$ cat config.mk
export PLATFORM = sky130hd
export DESIGN_NAME = nibble_serial_adder_ctrl
export DESIGN_NICKNAME = d
export VERILOG_FILES = /design/src/rtl/nibble_serial_adder_ctrl.sv
export SDC_FILE = /design/constraint.sdc
export NUM_CORES = 1
export LEC_CHECK = 0
export ABC_AREA = 1
export CORE_MARGIN = 2
export CORE_UTILIZATION = 40
export CTS_BUF_LIST = sky130_fd_sc_hd__clkbuf_8 sky130_fd_sc_hd__clkbuf_16
export DETAILED_ROUTE_END_ITERATION = 10
export DONT_BUFFER_PORTS = 1
export GPL_TIMING_DRIVEN = 0
export SLEW_MARGIN = 25
export SYNTH_ARGS = -nofsm -noshare
export SYNTH_HDL_FRONTEND = slang
export SYNTH_SLANG_ARGS = --single-unit
export TNS_END_PERCENT = 50
$ cat constraint.sdc
create_clock -name clk -period 3.2 [get_ports clk]
set_input_delay 0.32 -clock clk [delete_from_list [all_inputs] [get_ports clk]]
set_output_delay 0.32 -clock clk [all_outputs]
set_load 0.02 [all_outputs]
$ cat src/rtl/nibble_serial_adder_ctrl.sv
// nibble_serial_adder_ctrl
// Wide unsigned adder that time-shares one 4-bit ripple-carry adder.
// Each nibble uses two adder passes: operand add, then carry-in add.
// {cout, sum} = a + b appears after exactly 2*NIBBLES edges of work,
// followed by a one-cycle done pulse.

module nibble_serial_adder_ctrl #(
    parameter int NIBBLES = 4
) (
    input  logic                 clk,
    input  logic                 rst_n,
    input  logic                 start,
    input  logic [4*NIBBLES-1:0] a,
    input  logic [4*NIBBLES-1:0] b,
    output logic                 busy,
    output logic                 done,
    output logic [4*NIBBLES-1:0] sum,
    output logic                 cout
);

    localparam int W    = 4 * NIBBLES;
    localparam int IDXW = (NIBBLES > 1) ? $clog2(NIBBLES) : 1;
    localparam logic [IDXW-1:0] LAST_IDX = IDXW'(NIBBLES - 1);

    typedef enum logic [1:0] {
        ST_IDLE   = 2'd0,
        ST_ADD_AB = 2'd1,
        ST_ADD_CI = 2'd2,
        ST_DONE   = 2'd3
    } state_t;

    state_t          state_q, state_d;
    logic [W-1:0]    a_r_q, a_r_d;
    logic [W-1:0]    b_r_q, b_r_d;
    logic [IDXW-1:0] idx_q, idx_d;
    logic            carry_q, carry_d;
    logic [3:0]      tmp_q, tmp_d;
    logic            c1_q, c1_d;
    logic [W-1:0]    sum_r_q, sum_r_d;
    logic            cout_r_q, cout_r_d;

    // Shared nibble adder operands and results.
    logic [3:0] adder_a;
    logic [3:0] adder_b;
    logic [3:0] adder_s;
    logic       adder_co;

    // Bit offset of the current nibble inside the wide operands.
    logic [IDXW+1:0] nib_base;
    assign nib_base = {idx_q, 2'b00};

    RippleCarryAdder u_adder (
        .A  (adder_a),
        .B  (adder_b),
        .S  (adder_s),
        .Co (adder_co)
    );

    // State and datapath registers; synchronous active-low reset clears everything.
    always_ff @(posedge clk) begin
        if (!rst_n) begin
            state_q  <= ST_IDLE;
            a_r_q    <= '0;
            b_r_q    <= '0;
            idx_q    <= '0;
            carry_q  <= 1'b0;
            tmp_q    <= '0;
            c1_q     <= 1'b0;
            sum_r_q  <= '0;
            cout_r_q <= 1'b0;
        end else begin
            state_q  <= state_d;
            a_r_q    <= a_r_d;
            b_r_q    <= b_r_d;
            idx_q    <= idx_d;
            carry_q  <= carry_d;
            tmp_q    <= tmp_d;
            c1_q     <= c1_d;
            sum_r_q  <= sum_r_d;
            cout_r_q <= cout_r_d;
        end
    end

    // Next-state, adder operand steering and register updates per state.
    always_comb begin
        state_d  = state_q;
        a_r_d    = a_r_q;
        b_r_d    = b_r_q;
        idx_d    = idx_q;
        carry_d  = carry_q;
        tmp_d    = tmp_q;
        c1_d     = c1_q;
        sum_r_d  = sum_r_q;
        cout_r_d = cout_r_q;
        adder_a  = '0;
        adder_b  = '0;

        case (state_q)
            ST_IDLE: begin
                if (start) begin
                    a_r_d    = a;
                    b_r_d    = b;
                    idx_d    = '0;
                    carry_d  = 1'b0;
                    sum_r_d  = '0;
                    cout_r_d = 1'b0;
                    state_d  = ST_ADD_AB;
                end
            end

            ST_ADD_AB: begin
                adder_a = a_r_q[nib_base +: 4];
                adder_b = b_r_q[nib_base +: 4];
                tmp_d   = adder_s;
                c1_d    = adder_co;
                state_d = ST_ADD_CI;
            end

            ST_ADD_CI: begin
                // First-pass and second-pass carries are mutually exclusive,
                // so their OR is the exact carry out of this nibble.
                adder_a = tmp_q;
                adder_b = {3'b000, carry_q};
                sum_r_d[nib_base +: 4] = adder_s;
                carry_d = c1_q | adder_co;
                if (idx_q == LAST_IDX) begin
                    cout_r_d = c1_q | adder_co;
                    state_d  = ST_DONE;
                end else begin
                    idx_d   = idx_q + 1'b1;
                    state_d = ST_ADD_AB;
                end
            end

            ST_DONE: begin
                state_d = ST_IDLE;
            end

            default: begin
                state_d = ST_IDLE;
            end
        endcase
    end

    // Handshake flags decode directly from the registered state.
    assign busy = (state_q != ST_IDLE);
    assign done = (state_q == ST_DONE);
    assign sum  = sum_r_q;
    assign cout = cout_r_q;

endmodule

// RippleCarryAdder
// 4-bit ripple-carry adder without carry-in; shared nibble datapath.

module RippleCarryAdder (
    input  logic [3:0] A,
    input  logic [3:0] B,
    output logic [3:0] S,
    output logic       Co
);

    logic [4:0] c;

    // Full-adder chain, LSB to MSB.
    always_comb begin
        c    = '0;
        S    = '0;
        c[0] = 1'b0;
        for (int unsigned i = 0; i < 4; i++) begin
            S[i]   = A[i] ^ B[i] ^ c[i];
            c[i+1] = (A[i] & B[i]) | (A[i] & c[i]) | (B[i] & c[i]);
        end
    end

    assign Co = c[4];

endmodule

Word level (Yosys, flattened, before mapping)
Index checks and enable logic that the tools add are counted.
W data, S select, Z words.
- add/sub/neg operators: 2
- equality and inequality tests: 7
- shift operators: 4
- muxes and demuxes: 15
- bitwise operators: 24
- reductions and logical operators: 7
- operator list (operator ; number):
    $pmux W16 S2 ; 1
    $shiftx A16 B5 Y4 ; 2
    $bwmux W16 ; 1
    $mux W16 ; 1
    $pmux W4 S2 ; 2
    $shift A4 B6 Y16 const A ; 1
    $shiftx A4 B6 Y16 ; 1
    $and A1 B1 Y1 ; 10
    $mux W2 ; 4
    $pmux W2 S4 ; 1
    $or A1 B1 Y1 ; 7
    $xor A1 B1 Y1 ; 7
    $eq A2 B2 Y1 const B ; 3
    $ne A2 B2 Y1 const B ; 3
    $neg A4 Y6 ; 1
    $reduce_and A3 Y1 ; 2
    $pmux W1 S2 ; 2
    $pmux W2 S2 ; 1
    $reduce_and A2 Y1 ; 2
    $reduce_bool A2 Y1 ; 2
    $add A2 B1 Y2 const B ; 1
    $eq A2 B1 Y1 const B ; 1
    $logic_not A2 Y1 ; 1
    $mux W1 ; 2
- bits in registers: 59
- input port bits: 35
- output and inout port bits: 19
- logic and storage cells: 68

Longest topological paths before layout
- depth after elaboration: 15
- depth in mapped cells: 19
- mapped depth without buffers: 18

Cells and area by module
Synthesis repeated with hierarchy kept, for this count alone.
- cells, all modules: 429
- area, all modules: 2927.8 um2
- by module, submodules not included (module ; instances ; cells an instance ; area an instance (um2) ; seq. area each (um2)):
    nibble_serial_adder_ctrl ; 1 ; 420 ; 2836.5 ; 1181.1
    RippleCarryAdder ; 1 ; 9 ; 91.3 ; 0.0

Worst setup path after synthesis
OpenSTA, ideal clock, no wires.
- path type: flip-flop to flip-flop
- start point: reg state_q[0]
- end point: reg sum_r_q[15], in the netlist sum[15]
- library setup time: 64 ps
- arrival: 2748 ps
- required time: 3136 ps
- slack: 388 ps
- cell stages (with the launch flop): 19
- path buffers: 0
- clock period less this slack: 2812 ps
- path through: dfxtp_1 -> inv_1 -> ha_1 -> nand2_1 -> inv_1 -> nand3_1 -> nand2_1 -> ha_1 -> inv_1 -> fa_1 -> inv_1 -> fa_1 -> fa_1 -> inv_1 -> nor2_1 -> nand2_1 -> nor2_1 -> nor2_1 -> nor2_1
- longest elaborated chain between the ends: 13
- elaborated cells on any way between the ends: 29
- those cells by class: eq/ne (3); shift (1); mux (4); bitwise (18); reduce/logical (3)
- RTL lines (element ; RTL line ; RTL):
    start, declared ; 32 ; state_t state_q, state_d;
    start signal, assigned ; 72 ; state_q <= state_d;
    $eq A2 B2 Y1 / $eq A2 B1 Y1 (equally long branches) ; 98 ; case (state_q)
    $pmux W4 S2 ; 98 ;
    $and A1 B1 Y1 (2 in series) ; 172 ; c[i+1] = (A[i] & B[i]) | (A[i] & c[i]) | (B[i] & c[i]);
    $or A1 B1 Y1 (2 in series) ; 172 ;
    $and A1 B1 Y1 ; 172 ;
    $or A1 B1 Y1 (2 in series) ; 172 ;
    $xor A1 B1 Y1 * ; 171 ; S[i] = A[i] ^ B[i] ^ c[i];
    via adder_s[3] ; 45 ; logic [3:0] adder_s;
    $shiftx A4 B6 Y16 * ; 124 ; sum_r_d[nib_base +: 4] = adder_s;
    $bwmux W16 * ; 124 ;
    $pmux W16 S2 * ; 98 ;
    end signal, assigned ; 79 ; sum_r_q <= sum_r_d;
    end, declared ; 39 ; logic [W-1:0] sum_r_q, sum_r_d;
The timed path passes the listed nets; every way through them passes the cells marked *.
A chain may end at the register's enable or synchronous reset.

Worst setup path after layout
- start point: reg state_q[0]
- end point: reg sum_r_q[11], in the netlist sum[11]
The elaborated chain is that of the path after synthesis.

==> impl_metrics.ini <==
[outcome]
status = completed

[cts]
cts_hold_buf = 0
tritoncts = yes
h-tree-depth = 3
cts_root_buf = clkbuf_8
insertion_delay_ps = 340
cts_made_buffers = 9
clkTransAtPathRegs_ps = 60
cts_sinks = 59
cts_buffer_depth = 2

[power_and_ir_drop]
p_leak_nw = 1.41
power_density_mw_per_mm2 = 595
peakVddDrop_v = 0.000233

[logic_synthesis]
synth_compound_area_frac = 0.111
synth.largest_area_cell = dfxtp_1
syn_area_per_cell_sq_um = 6.88
synthCells = 425
ys_seq_area_frac = 0.404
synthSimpleGateAreaFrac = 0.338
synth_area_leaders = dfxtp_1 (40%), nor2_1 (15%), nand2_1 (11%)
ys_seq_elements = 59
yosysWarnings = 0
synth_top_area_share = 0.404
synth_xor_area_frac = 0
yosys.cell_types.count = 25
synth_area_sq_mm = 0.00293
synth.area.mux_share = 0
synth_top_family_by_area = simple AND/OR/NAND/NOR gates
synthAdderAreaFrac = 0.0633
syn_nets = 473

[global_route]
grt_max_degree = 12
overflow = 0
grt_pass1_vias = 2615
grt_pass1_wl_mm = 12.1
grt_antenna_before_repair = 0
grtUsageTotal = 0.201

[final_layout]
final.fill_count = 767
final_common_cell = nor2_1
drive_above_1_share = 0.114
fin_cells = 538
final_cell_mix = nor2_1 (116), nand2_1 (82), dfxtp_1 (56), o21ai_0 (44), nand3_1 (27)
fin_util = 0.453
finalInstanceArea_sq_mm = 0.00325
area_delta_synth_final_pct = 11.2
nNetsFinal = 484
antenna_cells = 0

[timing]
slew_headroom = 0.609
slew_violations = 0
clock_skew_ps = 4.79
setup_viol = 0
final_hold_viol_count = 0
fin_setup_tns_ps = 0
hold-worst-slack_ps = 147
min_period_ps = 3020
tightestPinTransition_ps = 586
fin_crit_sh = 0.945
max_freq_mhz = 331

[placement]
dp.cells = 524
port_buffers = 0
placed_cell_area_sq_mm = 0.00305
hpwl_mm = 5.14
gp_congestion = 0.840

[setup_path]
cp_top_family = adder cells
crit_top_cell = inv_1
critPathLaunchType = flip-flop
worstSetupPathType = reg2reg
critical_path_depth = 18
required_ps = 3480
rr_worst_depth = 18
crit_path_end_kind = flip-flop
crit_arrival_ps = 3300
crit_fanout = 9
critical_path.cell_chain = inv_1 -> ha_1 -> buf_6 -> nand2_1 -> inv_2 -> nand2_1 -> nand2_1 -> ha_1 -> inv_1 -> fa_1 -> inv_1 -> fa_1 -> fa_1 -> inv_1 -> nor2_2 -> buf_4 -> nand3_1 -> a21oi_1
crit_path_top_delay_cell = fa_1
max_stage_delay_ps = 480
path_buf_inv = 7

[routing]
first_pass_iters = 4
route.met3.wl_microns = 328
met2WireLength_mm = 3.41
ant_nets = 0
drcViolationCount = 0
wl_mm = 7.06
vias = 2593
met1_length_mm = 3.16
wire_per_inst_microns = 13.1
initialDrtViolationCount = 111
avgViaCountPerCell = 4.82
maxUsedRoutingLayer = met4

[die]
core_area_sq_mm = 0.00718
io_pins = 54
die_y_microns = 89.5
rows = 31
die_w_microns = 89.5
dieArea_sq_mm = 0.00801
start_util = 0.408

[hold_path]
holdPathStages = 2
min-delay-path-class = in2reg

[run]
maxCapViolCount = 0
==> where the power goes <==
| group | internal [W] | total [W] | switching, W | leakage (nW) |
|---|---|---|---|---|
| combinational | 0.000155 | 0.000422 | 0.000267 | 0.836 |
| sequential | 0.000835 | 0.000922 | 0.0000870 | 0.488 |
| clock | 0.000310 | 0.000592 | 0.000282 | 0.0908 |
| total | 0.00130 | 0.00194 | 0.000635 | 1.41 |
==> sequential cells by signal (all words and copies together) (netlist names) <==
name     flops
a_r_q       16
c1_q         1
state_q      2
idx_q        2
sum         16
b_r_q       16
carry_q      1
tmp_q        4
cout         1
==> metal layers <==
layer | up-vias | global-route usage
li1 | 1351 | -
met1 | 1167 | 0.247
met2 | 62 | 0.339
met3 | 13 | 0.0526
met4 | 0 | 0.0746
met5 | - | 0
==> kinds of logic (layout without fill, tap and decap cells) <==
logic type      Yosys count  in the layout
flops                    59             59
fa+ha+maj                13             13
simple gates            237            237
compound gates           63             63
buf+inv                  53             67
==> final cells by class <==
type	count	area [sq um]	area share
well taps	99	124	0.0381
repair buffers	1	7.51	0.00231
flip-flops and latches	59	1190	0.366
inverters	33	129	0.0396
clock inverters	3	15.0	0.00462
plain buffers	19	115	0.0354
clock buffers	11	151	0.0466
multi-input cells	313	1520	0.467
==> repair_timing <==
item / CTS / global route
gates resized for setup: 3 / 11
gates cloned: 0 / 0
buffers inserted: 0 / 1
endpoints found under the setup margin: 3 / 8
pin swaps: 0 / 1
==> per-stage QoR <==
stage | total power [W] | setup slack [ps]
3_5_place_dp | 0.00135 | -80.5
5_1_grt | 0.00207 | -12.6
3_3_place_gp | 0.00134 | -71.7
2_1_floorplan | 0.00125 | 388
6_report | 0.00194 | 177
4_1_cts | 0.00194 | 10.6
==> path summary, 6_finish.rpt <==
kind,start,to,slack (ps)
max,state_q[0],sum[11],180
min,a[15],a_r_q[15],150
max reg2reg,state_q[0],sum[11],180
min reg2reg,b_r_q[6],b_r_q[6],470
==> synth_stat cells, drive strengths merged <==
cell type	instances
a21oi	17
inv	33
nand3	27
nand3b	1
buf	13
nand2	88
fa	3
ha	10
o211ai	2
nor2	118
clkbuf	7
dfxtp	59
o21ai	44
or2	3
No activity file was read; power rests on OpenSTA's default activity.
